<file path="src/rtl/receive_connector_pkg.sv">
// receive_connector_pkg
// Shared definitions for the host-to-AGC UART debug link. The TX-side frame
// packer uses the same marker bit and field positions, so keep them here.
//   rx_state_t   : receive FSM states
//   RX_HDR_MARK  : bit that distinguishes a header byte from a data byte
//   IO_reg_t     : I/O register select carried in the header
package receive_connector_pkg;

    typedef enum logic [1:0] {
        RX_IDLE    = 2'd0,
        RX_GOT_HDR = 2'd1,
        RX_GOT_B1  = 2'd2,
        RX_WRITE   = 2'd3
    } rx_state_t;

    localparam int RX_HDR_MARK    = 7;   // 1 = header byte, 0 = data byte
    localparam int RX_HDR_D14_BIT = 6;   // header carries d[14] here
    localparam int RX_IDX_W       = 6;   // header bits [5:0] are the index
    localparam int RX_PAYLOAD_W   = 7;   // data bytes carry 7 payload bits
    localparam int IO_DATA_W      = 15;

    typedef logic [RX_IDX_W-1:0] IO_reg_t;

    function automatic logic is_header(input logic [7:0] b);
        return b[RX_HDR_MARK];
    endfunction

endpackage

</file>
<file path="src/rtl/receive_connector_rx_gap_timer.sv">
// rx_gap_timer
// Counts idle clocks between bytes of one frame and flags when the gap has
// reached TIMEOUT_CYCLES. The count parks at the limit so expired stays high
// until the owner clears it.
//   clock, reset_n : clock and asynchronous active-low reset
//   clear          : restart the count from zero (has priority over enable)
//   enable         : advance the count this cycle
//   expired        : count has reached TIMEOUT_CYCLES
module rx_gap_timer #(
    parameter int TIMEOUT_CYCLES = 50000
) (
    input  logic clock,
    input  logic reset_n,
    input  logic clear,
    input  logic enable,
    output logic expired
);

    localparam int CNT_W = $clog2(TIMEOUT_CYCLES + 1);
    localparam logic [CNT_W-1:0] CNT_MAX = CNT_W'(TIMEOUT_CYCLES);

    logic [CNT_W-1:0] count_reg;

    always_ff @(posedge clock or negedge reset_n) begin
        if (!reset_n) begin
            count_reg <= '0;
        end else if (clear) begin
            count_reg <= '0;
        end else if (enable && (count_reg != CNT_MAX)) begin
            count_reg <= count_reg + 1'b1;
        end
    end

    assign expired = (count_reg == CNT_MAX);

endmodule

</file>
<file path="src/rtl/receive_connector.sv">
// receive_connector
// Reassembles self-synchronising 3-byte UART frames into 15-bit I/O register
// writes toward the core.
//   Header : {1, d[14], idx[5:0]}   Byte 1 : {0, d[13:7]}   Byte 2 : {0, d[6:0]}
// Ports:
//   clock, reset_n        : clock, asynchronous active-low reset
//   uart_rx_valid/_data   : one-cycle received-byte strobe and byte
//   io_reg_wr_en          : one-cycle write strobe (cycle after byte 2)
//   write_sel, io_reg_wr_data : write target and word, held between strobes
//   frame_err             : one-cycle pulse per dropped byte or frame
//   err_count             : saturating count of frame_err pulses
module receive_connector
    import receive_connector_pkg::*;
#(
    parameter int NUM_IO_REGS    = 32,
    parameter int TIMEOUT_CYCLES = 50000
) (
    input  logic                 clock,
    input  logic                 reset_n,
    input  logic                 uart_rx_valid,
    input  logic [7:0]           uart_rx_data,
    output logic                 io_reg_wr_en,
    output IO_reg_t              write_sel,
    output logic [IO_DATA_W-1:0] io_reg_wr_data,
    output logic                 frame_err,
    output logic [7:0]           err_count
);

    rx_state_t                 state_reg, state_next;
    logic                      d14_reg, d14_next;
    IO_reg_t                   idx_reg, idx_next;
    logic [RX_PAYLOAD_W-1:0]   d_hi_reg, d_hi_next;
    logic                      wr_en_reg, wr_en_next;
    IO_reg_t                   sel_reg, sel_next;
    logic [IO_DATA_W-1:0]      data_reg, data_next;
    logic                      err_reg, err_next;
    logic [7:0]                err_count_reg;

    logic in_frame;
    logic gap_expired;
    logic rx_hdr;
    logic idx_in_range;

    assign in_frame     = (state_reg == RX_GOT_HDR) || (state_reg == RX_GOT_B1);
    assign rx_hdr       = is_header(uart_rx_data);
    // Widen by one bit so NUM_IO_REGS = 64 compares correctly.
    assign idx_in_range = ({1'b0, idx_reg} < (RX_IDX_W + 1)'(NUM_IO_REGS));

    // Outside a frame the timer is held at zero, so it only ever measures
    // gaps between bytes of the same frame.
    rx_gap_timer #(
        .TIMEOUT_CYCLES(TIMEOUT_CYCLES)
    ) u_gap_timer (
        .clock  (clock),
        .reset_n(reset_n),
        .clear  (uart_rx_valid || !in_frame),
        .enable (in_frame),
        .expired(gap_expired)
    );

    always_ff @(posedge clock or negedge reset_n) begin
        if (!reset_n) begin
            state_reg     <= RX_IDLE;
            d14_reg       <= 1'b0;
            idx_reg       <= '0;
            d_hi_reg      <= '0;
            wr_en_reg     <= 1'b0;
            sel_reg       <= '0;
            data_reg      <= '0;
            err_reg       <= 1'b0;
            err_count_reg <= '0;
        end else begin
            state_reg <= state_next;
            d14_reg   <= d14_next;
            idx_reg   <= idx_next;
            d_hi_reg  <= d_hi_next;
            wr_en_reg <= wr_en_next;
            sel_reg   <= sel_next;
            data_reg  <= data_next;
            err_reg   <= err_next;
            if (err_next && (err_count_reg != 8'hFF)) begin
                err_count_reg <= err_count_reg + 8'd1;
            end
        end
    end

    // Byte 2 is assembled straight into the output registers, so the strobe
    // (or the out-of-range error) lands in the WRITE cycle and that cycle is
    // free to accept the next header, giving back-to-back frames.
    always_comb begin
        state_next = state_reg;
        d14_next   = d14_reg;
        idx_next   = idx_reg;
        d_hi_next  = d_hi_reg;
        wr_en_next = 1'b0;
        sel_next   = sel_reg;
        data_next  = data_reg;
        err_next   = 1'b0;

        case (state_reg)
            RX_IDLE, RX_WRITE: begin
                state_next = RX_IDLE;
                if (uart_rx_valid) begin
                    if (rx_hdr) begin
                        d14_next   = uart_rx_data[RX_HDR_D14_BIT];
                        idx_next   = uart_rx_data[RX_IDX_W-1:0];
                        state_next = RX_GOT_HDR;
                    end else begin
                        err_next = 1'b1;
                    end
                end
            end
            RX_GOT_HDR, RX_GOT_B1: begin
                if (uart_rx_valid) begin
                    if (rx_hdr) begin
                        // Overlapping header: abandon the partial frame and
                        // restart from this one.
                        d14_next   = uart_rx_data[RX_HDR_D14_BIT];
                        idx_next   = uart_rx_data[RX_IDX_W-1:0];
                        state_next = RX_GOT_HDR;
                        err_next   = 1'b1;
                    end else if (state_reg == RX_GOT_HDR) begin
                        d_hi_next  = uart_rx_data[RX_PAYLOAD_W-1:0];
                        state_next = RX_GOT_B1;
                    end else begin
                        state_next = RX_WRITE;
                        if (idx_in_range) begin
                            wr_en_next = 1'b1;
                            sel_next   = idx_reg;
                            data_next  = {d14_reg, d_hi_reg, uart_rx_data[RX_PAYLOAD_W-1:0]};
                        end else begin
                            err_next = 1'b1;
                        end
                    end
                end else if (gap_expired) begin
                    // A byte in the same cycle takes precedence (branch above).
                    state_next = RX_IDLE;
                    err_next   = 1'b1;
                end
            end
            default: state_next = RX_IDLE;
        endcase
    end

    assign io_reg_wr_en   = wr_en_reg;
    assign write_sel      = sel_reg;
    assign io_reg_wr_data = data_reg;
    assign frame_err      = err_reg;
    assign err_count      = err_count_reg;

endmodule

</file>
<file path="config.mk">
export PLATFORM = sky130hd
export DESIGN_NAME = receive_connector
export DESIGN_NICKNAME = d
export VERILOG_FILES = /design/src/rtl/receive_connector_pkg.sv /design/src/rtl/receive_connector_rx_gap_timer.sv /design/src/rtl/receive_connector.sv
export SDC_FILE = /design/constraint.sdc
export NUM_CORES = 1
export LEC_CHECK = 0
export ABC_AREA = 1
export CAP_MARGIN = 20
export CELL_PAD_IN_SITES_DETAIL_PLACEMENT = 0
export CELL_PAD_IN_SITES_GLOBAL_PLACEMENT = 1
export CORE_ASPECT_RATIO = 1.25
export CORE_MARGIN = 2
export CORE_UTILIZATION = 44
export CTS_BUF_LIST = sky130_fd_sc_hd__clkbuf_16
export CTS_CLUSTER_SIZE = 20
export DETAILED_ROUTE_END_ITERATION = 16
export GPL_TIMING_DRIVEN = 0
export PLACE_DENSITY_LB_ADDON = 0.1
export REMOVE_ABC_BUFFERS = 1
export SYNTH_ARGS = -nofsm -noshare
export SYNTH_HDL_FRONTEND = slang
export SYNTH_HIERARCHICAL = 1
export SYNTH_SLANG_ARGS = --single-unit
</file>
<file path="constraint.sdc">
create_clock -name clock -period 4.57 [get_ports clock]
set_clock_uncertainty 0.2 [all_clocks]
set_input_delay 0.457 -clock clock [delete_from_list [all_inputs] [get_ports clock]]
set_output_delay 0.457 -clock clock [all_outputs]
set_load 0.01 [all_outputs]
</file>
==> impl_table.tex, run 1 <==
\begin{tabular}{lr}
\hline
Metric & Value \\
\hline
\multicolumn{2}{l}{\textbf{Detailed routing}} \\
Number of vias per cell & 5.00 \\
DR iter-0 viols & 156 \\
Final antenna-violating net count & 0 \\
Overall via count from detail\_route & 2676 \\
Count of TritonRoute iterations in the first routing pass & 4 \\
Post-detailed-route DRC marker count & 0 \\
Routed wire length per instance & 12.9 um \\
Final Routed Wirelength & 6910 um \\
\multicolumn{2}{l}{\textbf{Critical path}} \\
Origin of the worst setup path & state\_reg[0] \\
Critical Path Fanout Max & 15 \\
Gate family responsible for the most delay along the worst path & buffers and inverters \\
Category of the critical setup timing path & reg2reg \\
Path length in cells of the critical path & 6 \\
Arrival time worst endpoint & 2510 ps \\
Worst reg2reg endpoint & u\_gap\_timer/count\_reg[2] \\
Beginning of the worst register-to-register path & state\_reg[0] \\
Cells on worst reg2reg path & 6 \\
Critical Path Slowest Stage Cell & sky130\_fd\_sc\_hd\_\_inv\_1 \\
CP endpoint & u\_gap\_timer/count\_reg[2] \\
Launching element type of the critical path & register \\
Worst path required time & 4610 ps \\
R2r setup slk & 2090 ps \\
CP Cell Sequence & ha\_1, inv\_1, nand2\_1, inv\_1, nand2\_1, o21ai\_0 \\
Count of buffer and inverter cells on the critical path & 2 \\
CP peak stage delay & 440 ps \\
Worst setup EP type & register \\
\multicolumn{2}{l}{\textbf{GRT}} \\
Global route total overflow & 0 \\
Number of antenna violations at the first check in global routing & 0 \\
Global-route wire length before repair & 11900 um \\
All-layer global routing usage & 0.192 \\
Largest net degree at the start of global routing & 64 \\
Via count of the first global-routing pass & 2551 \\
\multicolumn{2}{l}{\textbf{Logic synthesis}} \\
Post-synthesis register bit count & 63 \\
Proportion of register bits with asynchronous set or reset after synthesis & 1.00 \\
Average footprint of a synthesized cell & 7.95 um2 \\
Top-area cell type share of the netlist area & 0.499 \\
Number of flops mapped to enable cells by yosys & 0 \\
Yosys warning count & 6 \\
Count of distinct cell types in the synthesized netlist & 30 \\
Leading cell types by total area after synthesis & sky130\_fd\_sc\_hd\_\_dfrtp\_1, sky130\_fd\_sc\_hd\_\_nand2\_1, sky130\_fd\_sc\_hd\_\_nand3\_1 \\
Cell type contributing the most total cell area after synthesis & sky130\_fd\_sc\_hd\_\_dfrtp\_1 \\
Most instantiated library cell after synthesis & sky130\_fd\_sc\_hd\_\_nand2\_1 \\
Part of the Yosys area used for sequential elements & 0.499 \\
Most frequent cells after synthesis & sky130\_fd\_sc\_hd\_\_nand2\_1, sky130\_fd\_sc\_hd\_\_dfrtp\_1, sky130\_fd\_sc\_hd\_\_inv\_1, sky130\_fd\_sc\_hd\_\_nand3\_1, sky130\_fd\_sc\_hd\_\_nor2\_1 \\
Instance count of the mapped netlist & 397 \\
Main flop type after synthesis & sky130\_fd\_sc\_hd\_\_dfrtp\_1 \\
Cell area after synthesis & 3160 um2 \\
\multicolumn{2}{l}{\textbf{STA}} \\
Slew @ Worst Pin & 791 ps \\
Final period util & 0.542 \\
\# setup viols final & 0 \\
Minimum period implied by the final worst setup slack & 2480 ps \\
Achievable Freq & 0.404 GHz \\
Final-report hold violation count & 0 \\
Sum Neg Setup Slack & 0 ps \\
Unrepaired setup endpoints after global routing & no \\
Final Slew Violations & 0 \\
Relative slew slack & 0.473 \\
\multicolumn{2}{l}{\textbf{Clocking}} \\
Hold-fix buffer count after cts & 0 \\
Root Driver & sky130\_fd\_sc\_hd\_\_clkbuf\_16 \\
Number of sinks driven by the clock tree & 63 \\
H-tree level count & 3 \\
TritonCTS clock tree & yes \\
Resized Gates After CTS & 0 \\
Worst-case clock buffer depth & 2 \\
Post-CTS setup buffer count & 0 \\
Clock latency on the worst-skew pair & 320 ps \\
Clock-pin slew on the worst setup and hold paths & 60 ps \\
Number of buffers added by the clock tree synthesis step & 9 \\
\multicolumn{2}{l}{\textbf{Power}} \\
Worst vdd rail ir drop & 246 uV \\
Power Dens Cells & 571 nW/um2 \\
Overall power consumption & 0.00225 W \\
Total leakage power & 1.90 nW \\
\multicolumn{2}{l}{\textbf{Floorplan}} \\
Count of boundary I/O pins & 42 \\
Vert. Die Dim & 98.7 um \\
Placeable core region & 6980 um2 \\
Effective utilization at floorplan & 0.452 \\
Row cnt & 34 \\
Die Footprint & 7870 um2 \\
Width of the die & 79.8 um \\
\multicolumn{2}{l}{\textbf{Finish}} \\
Number of filler instances in the final layout & 661 \\
Flip-flop count of the largest register, all copies and words added & 16 \\
Number of antenna diodes & 0 \\
Final Instance Area & 3950 um2 \\
Post-synthesis to final-layout area growth & 25.0\% \\
Total number of nets in the final design & 456 \\
Layout cells sized above 1 & 0.0831 \\
\multicolumn{2}{l}{\textbf{Placed design}} \\
Final estimated routing congestion in global placement & 0.889 \\
HPWL after DPL & 4710 um \\
Area post-placement & 3620 um2 \\
I/O Buffers & 41 \\
\multicolumn{2}{l}{\textbf{Worst hold path}} \\
Type of the most critical hold path & in2async \\
\multicolumn{2}{l}{\textbf{Run}} \\
Max-cap violations & 0 \\
\multicolumn{2}{l}{\textbf{Status}} \\
Status & complete, no violations \\
\hline
\end{tabular}
==> final cells by class <==
cell class,instances,area [um2],share of cell area
Timing Repair Buffer,41,408,0.103
Tap cell,90,113,0.0285
Inverter,37,140,0.0355
Multi-Input combinational cell,288,1380,0.350
Clock inverter,7,103,0.0260
Clock buffer,9,225,0.0571
Sequential cell,63,1580,0.399
==> cells in the final DEF, fill, tap and decap left out, drive strengths merged <==
master and n:
a21oi 1, buf 1, bufinv 2, clkbuf 9, clkdlybuf4s50 40, clkinv 2, clkinvlp 1, dfrtp 63
ha 5, inv 39, nand2 162, nand3 29, nand3b 1, nand4 17, nor2 33, nor3 1
nor4 1, o21ai 29, o21bai 1, o311ai 1, xnor2 2, xor2 5
==> worst register-to-register path: stages, from the launching register on <==
cell and delay [ps]:
sky130_fd_sc_hd__dfrtp_1 400, sky130_fd_sc_hd__ha_1 360, sky130_fd_sc_hd__inv_1 190, sky130_fd_sc_hd__nand2_1 200, sky130_fd_sc_hd__inv_1 440, sky130_fd_sc_hd__nand2_1 350
sky130_fd_sc_hd__o21ai_0 250
==> routing by layer <==
layer  GRT usage  up-vias  routed length (um)
met1       0.244     1253                3210
met3      0.0394        8                 236
met2       0.323       60                3360
met4      0.0704        0                 100
met5           0        -                   0
li1            -     1355                   -
==> report_power, final <==
group          internal [W]  switching (W)  total, W
Combinational      0.000320       0.000374  0.000694
Sequential         0.000715       0.000102  0.000817
Clock              0.000484       0.000257  0.000740
==> worst min-delay path by stage <==
| stage | endpoint | cells past startpoint |
|---|---|---|
| 2_1_floorplan | d14_reg | 0 |
| 5_1_grt | err_count[7] | 1 |
| 3_5_place_dp | io_reg_wr_data[7] | 2 |
| 3_3_place_gp | io_reg_wr_data[7] | 2 |
| 4_1_cts | err_count[0] | 1 |
| 6_report | err_count[7] | 1 |
==> kinds of logic after synthesis <==
family / synth area share
and+or+nand+nor: 0.337
DFF: 0.499
buffers and inverters: 0.0630
AOI/OAI and AO/OA: 0.0610
xor gates and xnor gates: 0.0194
adders and majority gates: 0.0198
==> per-stage QoR <==
stage / cells / setup WS [ps] / utilization / hold WS, ps
floorplan: 388 / 2660 / - / -38.6
finish: 535 / 2090 / 0.566 / 20.9
CTS: 535 / 2100 / 0.566 / 55.4
global route: 535 / 1910 / 0.566 / 107
global placement: 519 / 735 / 0.519 / 250
detailed placement: 519 / 2010 / 0.519 / 255
Note: power is estimated with default switching activity, not from simulation.
==> inputs of run 2 (changes only) <==
--- a/config.mk
+++ b/config.mk
@@ -11,7 +11,7 @@
 export CELL_PAD_IN_SITES_GLOBAL_PLACEMENT = 1
 export CORE_ASPECT_RATIO = 1.25
 export CORE_MARGIN = 2
-export CORE_UTILIZATION = 44
+export CORE_UTILIZATION = 41
 export CTS_BUF_LIST = sky130_fd_sc_hd__clkbuf_16
 export CTS_CLUSTER_SIZE = 20
 export DETAILED_ROUTE_END_ITERATION = 16
==> constraint.sdc (replaced) <==
create_clock -name clock -period 2.5 [get_ports clock]
set_clock_uncertainty 0.2 [all_clocks]
set_input_delay 0.25 -clock clock [delete_from_list [all_inputs] [get_ports clock]]
set_output_delay 0.25 -clock clock [all_outputs]
set_load 0.01 [all_outputs]
==> run 2 against run 1 <==
Compared with the run above:
- final area shrank 0.29%
- worst hold slack gained 240 ps
- clock power grew 68%
- core utilization shrank 3.4 points
- critical path type unchanged
- largest power group unchanged
- highest routed layer unchanged
==> impl_table.tex, run 2 (synthesis results as in run 1) <==
\begin{tabular}{lr}
\hline
Metric & Value \\
\hline
\multicolumn{2}{l}{\textbf{Status}} \\
Status & complete, no violations (unchanged) \\
\multicolumn{2}{l}{\textbf{STA}} \\
Min setup slack post-route & 241 ps (was 2090 ps) \\
Minimum period implied by the final worst setup slack & 2260 ps (was 2480 ps) \\
Final Slew Violations & 0 (unchanged) \\
Slew @ Worst Pin & 812 ps (was 791 ps) \\
Final-report hold violation count & 0 (unchanged) \\
Achievable Freq & 0.443 GHz (was 0.404 GHz) \\
Final period util & 0.904 (was 0.542) \\
Unrepaired setup endpoints after global routing & no (unchanged) \\
\# setup viols final & 0 (unchanged) \\
Relative slew slack & 0.459 (was 0.473) \\
Worst hold margin & 265 ps (was 20.9 ps) \\
\multicolumn{2}{l}{\textbf{GRT}} \\
Global-route wire length before repair & 11900 um (about the same) \\
Number of antenna violations at the first check in global routing & 0 (unchanged) \\
Largest net degree at the start of global routing & 64 (unchanged) \\
Global route total overflow & 0 (unchanged) \\
All-layer global routing usage & 0.188 (was 0.192) \\
Via count of the first global-routing pass & 2496 (was 2551) \\
\multicolumn{2}{l}{\textbf{Power}} \\
Part of the power in registers & 0.371 (was 0.363) \\
Worst vdd rail ir drop & 425 uV (was 246 uV) \\
Proportion of power drawn by the clock network & 0.307 (was 0.329) \\
Internal Power & 0.00267 W (was 0.00152 W) \\
Fraction of power spent switching nets & 0.338 (was 0.325) \\
Total leakage power & 1.89 nW (was 1.90 nW) \\
Gate power share & 0.322 (was 0.308) \\
Overall power consumption & 0.00403 W (was 0.00225 W) \\
Power Dens Cells & 1020 nW/um2 (was 571 nW/um2) \\
Switching power total & 0.00136 W (was 0.000733 W) \\
\multicolumn{2}{l}{\textbf{Clocking}} \\
Worst-case clock buffer depth & 2 (unchanged) \\
Number of sinks driven by the clock tree & 63 (unchanged) \\
Clock-pin slew on the worst setup and hold paths & 60 ps (about the same) \\
H-tree level count & 3 (unchanged) \\
Root Driver & sky130\_fd\_sc\_hd\_\_clkbuf\_16 (unchanged) \\
Clock latency on the worst-skew pair & 320 ps (about the same) \\
TritonCTS clock tree & yes (unchanged) \\
Number of buffers added by the clock tree synthesis step & 9 (unchanged) \\
\multicolumn{2}{l}{\textbf{Floorplan}} \\
Placeable core region & 7400 um2 (was 6980 um2) \\
Count of boundary I/O pins & 42 (unchanged) \\
Width of the die & 82.5 um (was 79.8 um) \\
Die Footprint & 8420 um2 (was 7870 um2) \\
Effective utilization at floorplan & 0.427 (was 0.452) \\
Vert. Die Dim & 102 um (was 98.7 um) \\
Row cnt & 35 (was 34) \\
\multicolumn{2}{l}{\textbf{Run}} \\
Max-cap violations & 0 (unchanged) \\
\multicolumn{2}{l}{\textbf{Finish}} \\
Layout cells sized above 1 & 0.0874 (was 0.0831) \\
Post-synthesis to final-layout area growth & 24.7\% (was 25.0\%) \\
Total number of nets in the final design & 457 (was 456) \\
Final Instance Area & 3940 um2 (was 3950 um2) \\
Number of antenna diodes & 0 (unchanged) \\
Final Non-Filler Cells & 538 (was 535) \\
Flip-flop count of the largest register, all copies and words added & 16 (unchanged) \\
Most common library cell in the layout ignoring fill and taps & sky130\_fd\_sc\_hd\_\_nand2\_1 (unchanged) \\
Commonest cells after routing, fill and taps aside & sky130\_fd\_sc\_hd\_\_nand2\_1, sky130\_fd\_sc\_hd\_\_dfrtp\_1, sky130\_fd\_sc\_hd\_\_clkdlybuf4s50\_1, sky130\_fd\_sc\_hd\_\_inv\_1 (unchanged) \\
\multicolumn{2}{l}{\textbf{Detailed routing}} \\
Count of TritonRoute iterations in the first routing pass & 4 (unchanged) \\
Final antenna-violating net count & 0 (unchanged) \\
Routed wire length per instance & 13.4 um (was 12.9 um) \\
Post-detailed-route DRC marker count & 0 (unchanged) \\
Final Routed Wirelength & 7220 um (was 6910 um) \\
DR iter-0 viols & 88 (was 156) \\
Number of vias per cell & 4.94 (was 5.00) \\
Overall via count from detail\_route & 2658 (was 2676) \\
\multicolumn{2}{l}{\textbf{Placed design}} \\
HPWL after DPL & 4870 um (was 4710 um) \\
I/O Buffers & 41 (unchanged) \\
Area post-placement & 3620 um2 (about the same) \\
Post-Place Cells & 521 (was 519) \\
Final estimated routing congestion in global placement & 0.838 (was 0.889) \\
Worst-case setup slack after placement & 2.10 ps (was 2010 ps) \\
\multicolumn{2}{l}{\textbf{Critical path}} \\
Arrival time worst endpoint & 2260 ps (was 2510 ps) \\
Critical Path Fanout Max & 15 (unchanged) \\
Worst reg2reg endpoint & u\_gap\_timer/count\_reg[2] (unchanged) \\
Worst setup EP type & register (unchanged) \\
Beginning of the worst register-to-register path & state\_reg[0] (unchanged) \\
Launching element type of the critical path & register (unchanged) \\
Worst path required time & 2500 ps (was 4610 ps) \\
R2r setup slk & 240 ps (was 2090 ps) \\
Cells on worst reg2reg path & 6 (unchanged) \\
Category of the critical setup timing path & reg2reg (unchanged) \\
\multicolumn{2}{l}{\textbf{Worst hold path}} \\
Type of the most critical hold path & reg2reg (was in2async) \\
Endpoint of the worst hold-timing path & io\_reg\_wr\_data[10] \\
Worst Hold Launch & d\_hi\_reg[3] \\
WHS Path Cells & 2 \\
\hline
\end{tabular}
[run 2: cell type report]
cell class,count,area [um2]
inverter,37,144
sequential,63,1580
tap,92,115
multi-input combinational,288,1380
fill,719,3470
clock inverter,7,72.6
timing repair buffer,42,418
clock buffer,9,225
[run 2: timing repair]
action | 4_1_cts | 5_1_grt
endpoints found under the setup margin | 2 | 7
hold buffers | 1 | 0
resized for setup | 1 | 1
setup buffers | 0 | 0
hold endpoints to repair | 63 | 0
gates cloned | 0 | 0
[run 2: worst max-delay path: stages (launching register included)]
cell and delay [ps]:
sky130_fd_sc_hd__dfrtp_1 410, sky130_fd_sc_hd__ha_1 370, sky130_fd_sc_hd__inv_1 150, sky130_fd_sc_hd__nand2_1 230
sky130_fd_sc_hd__clkinvlp_4 360, sky130_fd_sc_hd__nand2_2 300, sky130_fd_sc_hd__o21ai_0 110
[run 2: worst max path at each step]
stage / from / endpoint / slack, ps / cells past startpoint
after floorplan: state_reg[0] / u_gap_timer/count_reg[10] / 590 / 7
after global placement: reset_n / u_gap_timer/count_reg[0] / -1200 / 1
after detailed placement: state_reg[0] / u_gap_timer/count_reg[6] / 2 / 6
after CTS: state_reg[0] / u_gap_timer/count_reg[2] / 140 / 6
after global routing: u_gap_timer/count_reg[6] / err_count[2] / 30 / 11
final: state_reg[0] / u_gap_timer/count_reg[2] / 240 / 6
[run 2: metal layers]
metal  GRT usage  wire, um
met5           0         0
met3      0.0300       197
met2       0.315      3650
met1       0.234      3220
met4      0.0872       148
[run 2: per-stage QoR]
stage | utilization | setup TNS (ps)
5_1_grt | 0.532 | 0
6_report | 0.532 | 0
3_3_place_gp | 0.490 | -74960
2_1_floorplan | - | 0
4_1_cts | 0.531 | 0
3_5_place_dp | 0.489 | 0
[run 2: power groups by stage]
stage	clock network, W	logic [W]	registers [W]
floorplan	0	0.000593	0.00158
global placement	0	0.00128	0.00151
detailed placement	0	0.00130	0.00151
CTS	0.00126	0.00132	0.00150
global route	0.00132	0.00145	0.00153
finish	0.00124	0.00130	0.00150
==> inputs of run 3 (changes only) <==
--- a/config.mk
+++ b/config.mk
@@ -10,13 +10,13 @@
 export CELL_PAD_IN_SITES_DETAIL_PLACEMENT = 0
 export CELL_PAD_IN_SITES_GLOBAL_PLACEMENT = 1
 export CORE_ASPECT_RATIO = 1.25
-export CORE_MARGIN = 2
+export CORE_MARGIN = 5
 export CORE_UTILIZATION = 41
 export CTS_BUF_LIST = sky130_fd_sc_hd__clkbuf_16
 export CTS_CLUSTER_SIZE = 20
 export DETAILED_ROUTE_END_ITERATION = 16
 export GPL_TIMING_DRIVEN = 0
-export PLACE_DENSITY_LB_ADDON = 0.1
+export PLACE_DENSITY = 0.78
 export REMOVE_ABC_BUFFERS = 1
 export SYNTH_ARGS = -nofsm -noshare
 export SYNTH_HDL_FRONTEND = slang
==> run 3 against run 2 <==
Compared with the run above:
- worst setup slack improved by 49 ps
- fmax rose by 2.2%
- worst hold slack got worse by 7.5 ps
- register-to-register slack improved by 50 ps
==> impl_table.tex, run 3 (synthesis results as in run 1) <==
\begin{tabular}{lr}
\hline
Metric & Value \\
\hline
\multicolumn{2}{l}{\textbf{Status}} \\
Status & complete, no violations (unchanged) \\
\multicolumn{2}{l}{\textbf{Critical path}} \\
Gate family responsible for the most delay along the worst path & simple AND/OR/NAND/NOR gates (unchanged) \\
Category of the critical setup timing path & reg2reg (unchanged) \\
Launching element type of the critical path & register (unchanged) \\
CP peak stage delay & 410 ps (about the same) \\
Worst path required time & 2500 ps (about the same) \\
Count of buffer and inverter cells on the critical path & 2 (unchanged) \\
CP Cell Sequence & ha\_1, inv\_1, nand2\_1, clkinvlp\_4, nand2\_2, o21ai\_0 (unchanged) \\
R2r setup slk & 290 ps (was 240 ps) \\
Arrival time worst endpoint & 2210 ps (was 2260 ps) \\
Critical Path Fanout Max & 15 (unchanged) \\
Worst setup EP type & register (unchanged) \\
Critical Path Slowest Stage Cell & sky130\_fd\_sc\_hd\_\_dfrtp\_1 (unchanged) \\
\multicolumn{2}{l}{\textbf{Detailed routing}} \\
Number of vias per cell & 4.90 (was 4.94) \\
Routed wire length per instance & 12.9 um (was 13.4 um) \\
Final Routed Wirelength & 6950 um (was 7220 um) \\
DR iter-0 viols & 117 (was 88) \\
Count of TritonRoute iterations in the first routing pass & 7 (was 4) \\
Final antenna-violating net count & 0 (unchanged) \\
Overall via count from detail\_route & 2635 (was 2658) \\
Post-detailed-route DRC marker count & 0 (unchanged) \\
\multicolumn{2}{l}{\textbf{GRT}} \\
Global route total overflow & 0 (unchanged) \\
Via count of the first global-routing pass & 2513 (was 2496) \\
Number of antenna violations at the first check in global routing & 0 (unchanged) \\
All-layer global routing usage & 0.162 (was 0.188) \\
Global-route wire length before repair & 12000 um (was 11900 um) \\
Largest net degree at the start of global routing & 64 (unchanged) \\
\multicolumn{2}{l}{\textbf{Clocking}} \\
Number of buffers added by the clock tree synthesis step & 9 (unchanged) \\
H-tree level count & 3 (unchanged) \\
Worst-case clock buffer depth & 2 (unchanged) \\
Root Driver & sky130\_fd\_sc\_hd\_\_clkbuf\_16 (unchanged) \\
TritonCTS clock tree & yes (unchanged) \\
Clock-pin slew on the worst setup and hold paths & 60 ps (about the same) \\
Clock latency on the worst-skew pair & 320 ps (about the same) \\
Number of sinks driven by the clock tree & 63 (unchanged) \\
\multicolumn{2}{l}{\textbf{Run}} \\
Max-cap violations & 0 (unchanged) \\
\multicolumn{2}{l}{\textbf{Power}} \\
Overall power consumption & 0.00413 W (was 0.00403 W) \\
Power Dens Cells & 1040 nW/um2 (was 1020 nW/um2) \\
Worst vdd rail ir drop & 585 uV (was 425 uV) \\
Total leakage power & 1.90 nW (was 1.89 nW) \\
\multicolumn{2}{l}{\textbf{Placed design}} \\
I/O Buffers & 41 (unchanged) \\
Area post-placement & 3620 um2 (unchanged) \\
HPWL after DPL & 4750 um (was 4870 um) \\
Final estimated routing congestion in global placement & 0.862 (was 0.838) \\
Post-Place Cells & 521 (unchanged) \\
\multicolumn{2}{l}{\textbf{STA}} \\
Slew @ Worst Pin & 809 ps (was 812 ps) \\
Final-report hold violation count & 0 (unchanged) \\
Relative slew slack & 0.461 (was 0.459) \\
\# setup viols final & 0 (unchanged) \\
Unrepaired setup endpoints after global routing & no (unchanged) \\
Final Slew Violations & 0 (unchanged) \\
Achievable Freq & 0.452 GHz (was 0.443 GHz) \\
Worst hold margin & 258 ps (was 265 ps) \\
Minimum period implied by the final worst setup slack & 2210 ps (was 2260 ps) \\
Final period util & 0.884 (was 0.904) \\
\multicolumn{2}{l}{\textbf{Floorplan}} \\
Die Footprint & 9570 um2 (was 8420 um2) \\
Count of boundary I/O pins & 42 (unchanged) \\
Effective utilization at floorplan & 0.424 (was 0.427) \\
Vert. Die Dim & 108 um (was 102 um) \\
Row cnt & 35 (unchanged) \\
Placeable core region & 7440 um2 (was 7400 um2) \\
Width of the die & 88.5 um (was 82.5 um) \\
\multicolumn{2}{l}{\textbf{Finish}} \\
Most common library cell in the layout ignoring fill and taps & sky130\_fd\_sc\_hd\_\_nand2\_1 (unchanged) \\
Area of the multi-input gates & 1380 um2 (unchanged) \\
Layout cells sized above 1 & 0.0874 (unchanged) \\
Post-layout util & 0.533 (was 0.532) \\
Number of antenna diodes & 0 (unchanged) \\
FF+latch area & 1580 um2 (unchanged) \\
Commonest cells after routing, fill and taps aside & sky130\_fd\_sc\_hd\_\_nand2\_1, sky130\_fd\_sc\_hd\_\_dfrtp\_1, sky130\_fd\_sc\_hd\_\_clkdlybuf4s50\_1, sky130\_fd\_sc\_hd\_\_inv\_1 (unchanged) \\
Number of filler instances in the final layout & 723 (was 719) \\
Post-synthesis to final-layout area growth & 25.6\% (was 24.7\%) \\
Total number of nets in the final design & 457 (unchanged) \\
Final Instance Area & 3970 um2 (was 3940 um2) \\
Flip-flop count of the largest register, all copies and words added & 16 (unchanged) \\
Final Non-Filler Cells & 538 (unchanged) \\
\multicolumn{2}{l}{\textbf{Worst hold path}} \\
Type of the most critical hold path & reg2reg (unchanged) \\
\hline
\end{tabular}
## run 3: cell type report
class / count / share of cell area
Timing Repair Buffer: 42 / 0.105
Tap cell: 92 / 0.0290
Clock buffer: 9 / 0.0568
Inverter: 37 / 0.0363
Multi-Input combinational cell: 288 / 0.349
Clock inverter: 7 / 0.0259
Sequential cell: 63 / 0.398
## run 3: what timing repair did
action | CTS | global route
hold buffers | 1 | 0
setup endpoints to repair | 0 | 7
endpoints found under the hold margin | 63 | 0
resized for setup | 0 | 2
setup buffers | 0 | 0
## run 3: tightest hold or removal path, cell delays in order, from the launching register on
cell and delay [ps]:
sky130_fd_sc_hd__dfrtp_1 340, sky130_fd_sc_hd__nand2_1 50, sky130_fd_sc_hd__nand2_1 40
## run 3: per-layer routing
layer  track usage  share of wire  wire [um]
met5             0              0          0
met4        0.0562         0.0047         33
met3        0.0389          0.040        281
met2         0.266           0.52       3600
met1         0.207           0.44       3040
## run 3: path summary, 6_finish.rpt
kind | from | end | cells after the start
min in group asynchronous | reset_n | err_count[7] | 2
worst max register to register | state_reg[0] | u_gap_timer/count_reg[0] | 6
worst min register to register | d_hi_reg[0] | io_reg_wr_data[7] | 2
worst max-delay path | state_reg[0] | u_gap_timer/count_reg[0] | 6
worst min-delay path | d_hi_reg[0] | io_reg_wr_data[7] | 2
max in group asynchronous | reset_n | io_reg_wr_data[5] | 2
## run 3: report_power, final
part	total, W	internal, W	switching (W)
logic	0.00128	0.000590	0.000694
clock network	0.00135	0.000884	0.000468
registers	0.00150	0.00131	0.000188
total	0.00413	0.00278	0.00135
## run 3: stage by stage
step,setup slack [ps],TNS (ps)
after detailed placement,76.0,0
after global placement,-1240,-77670
after global routing,88.3,0
after floorplan,591,0
after CTS,54.4,0
final,289,0
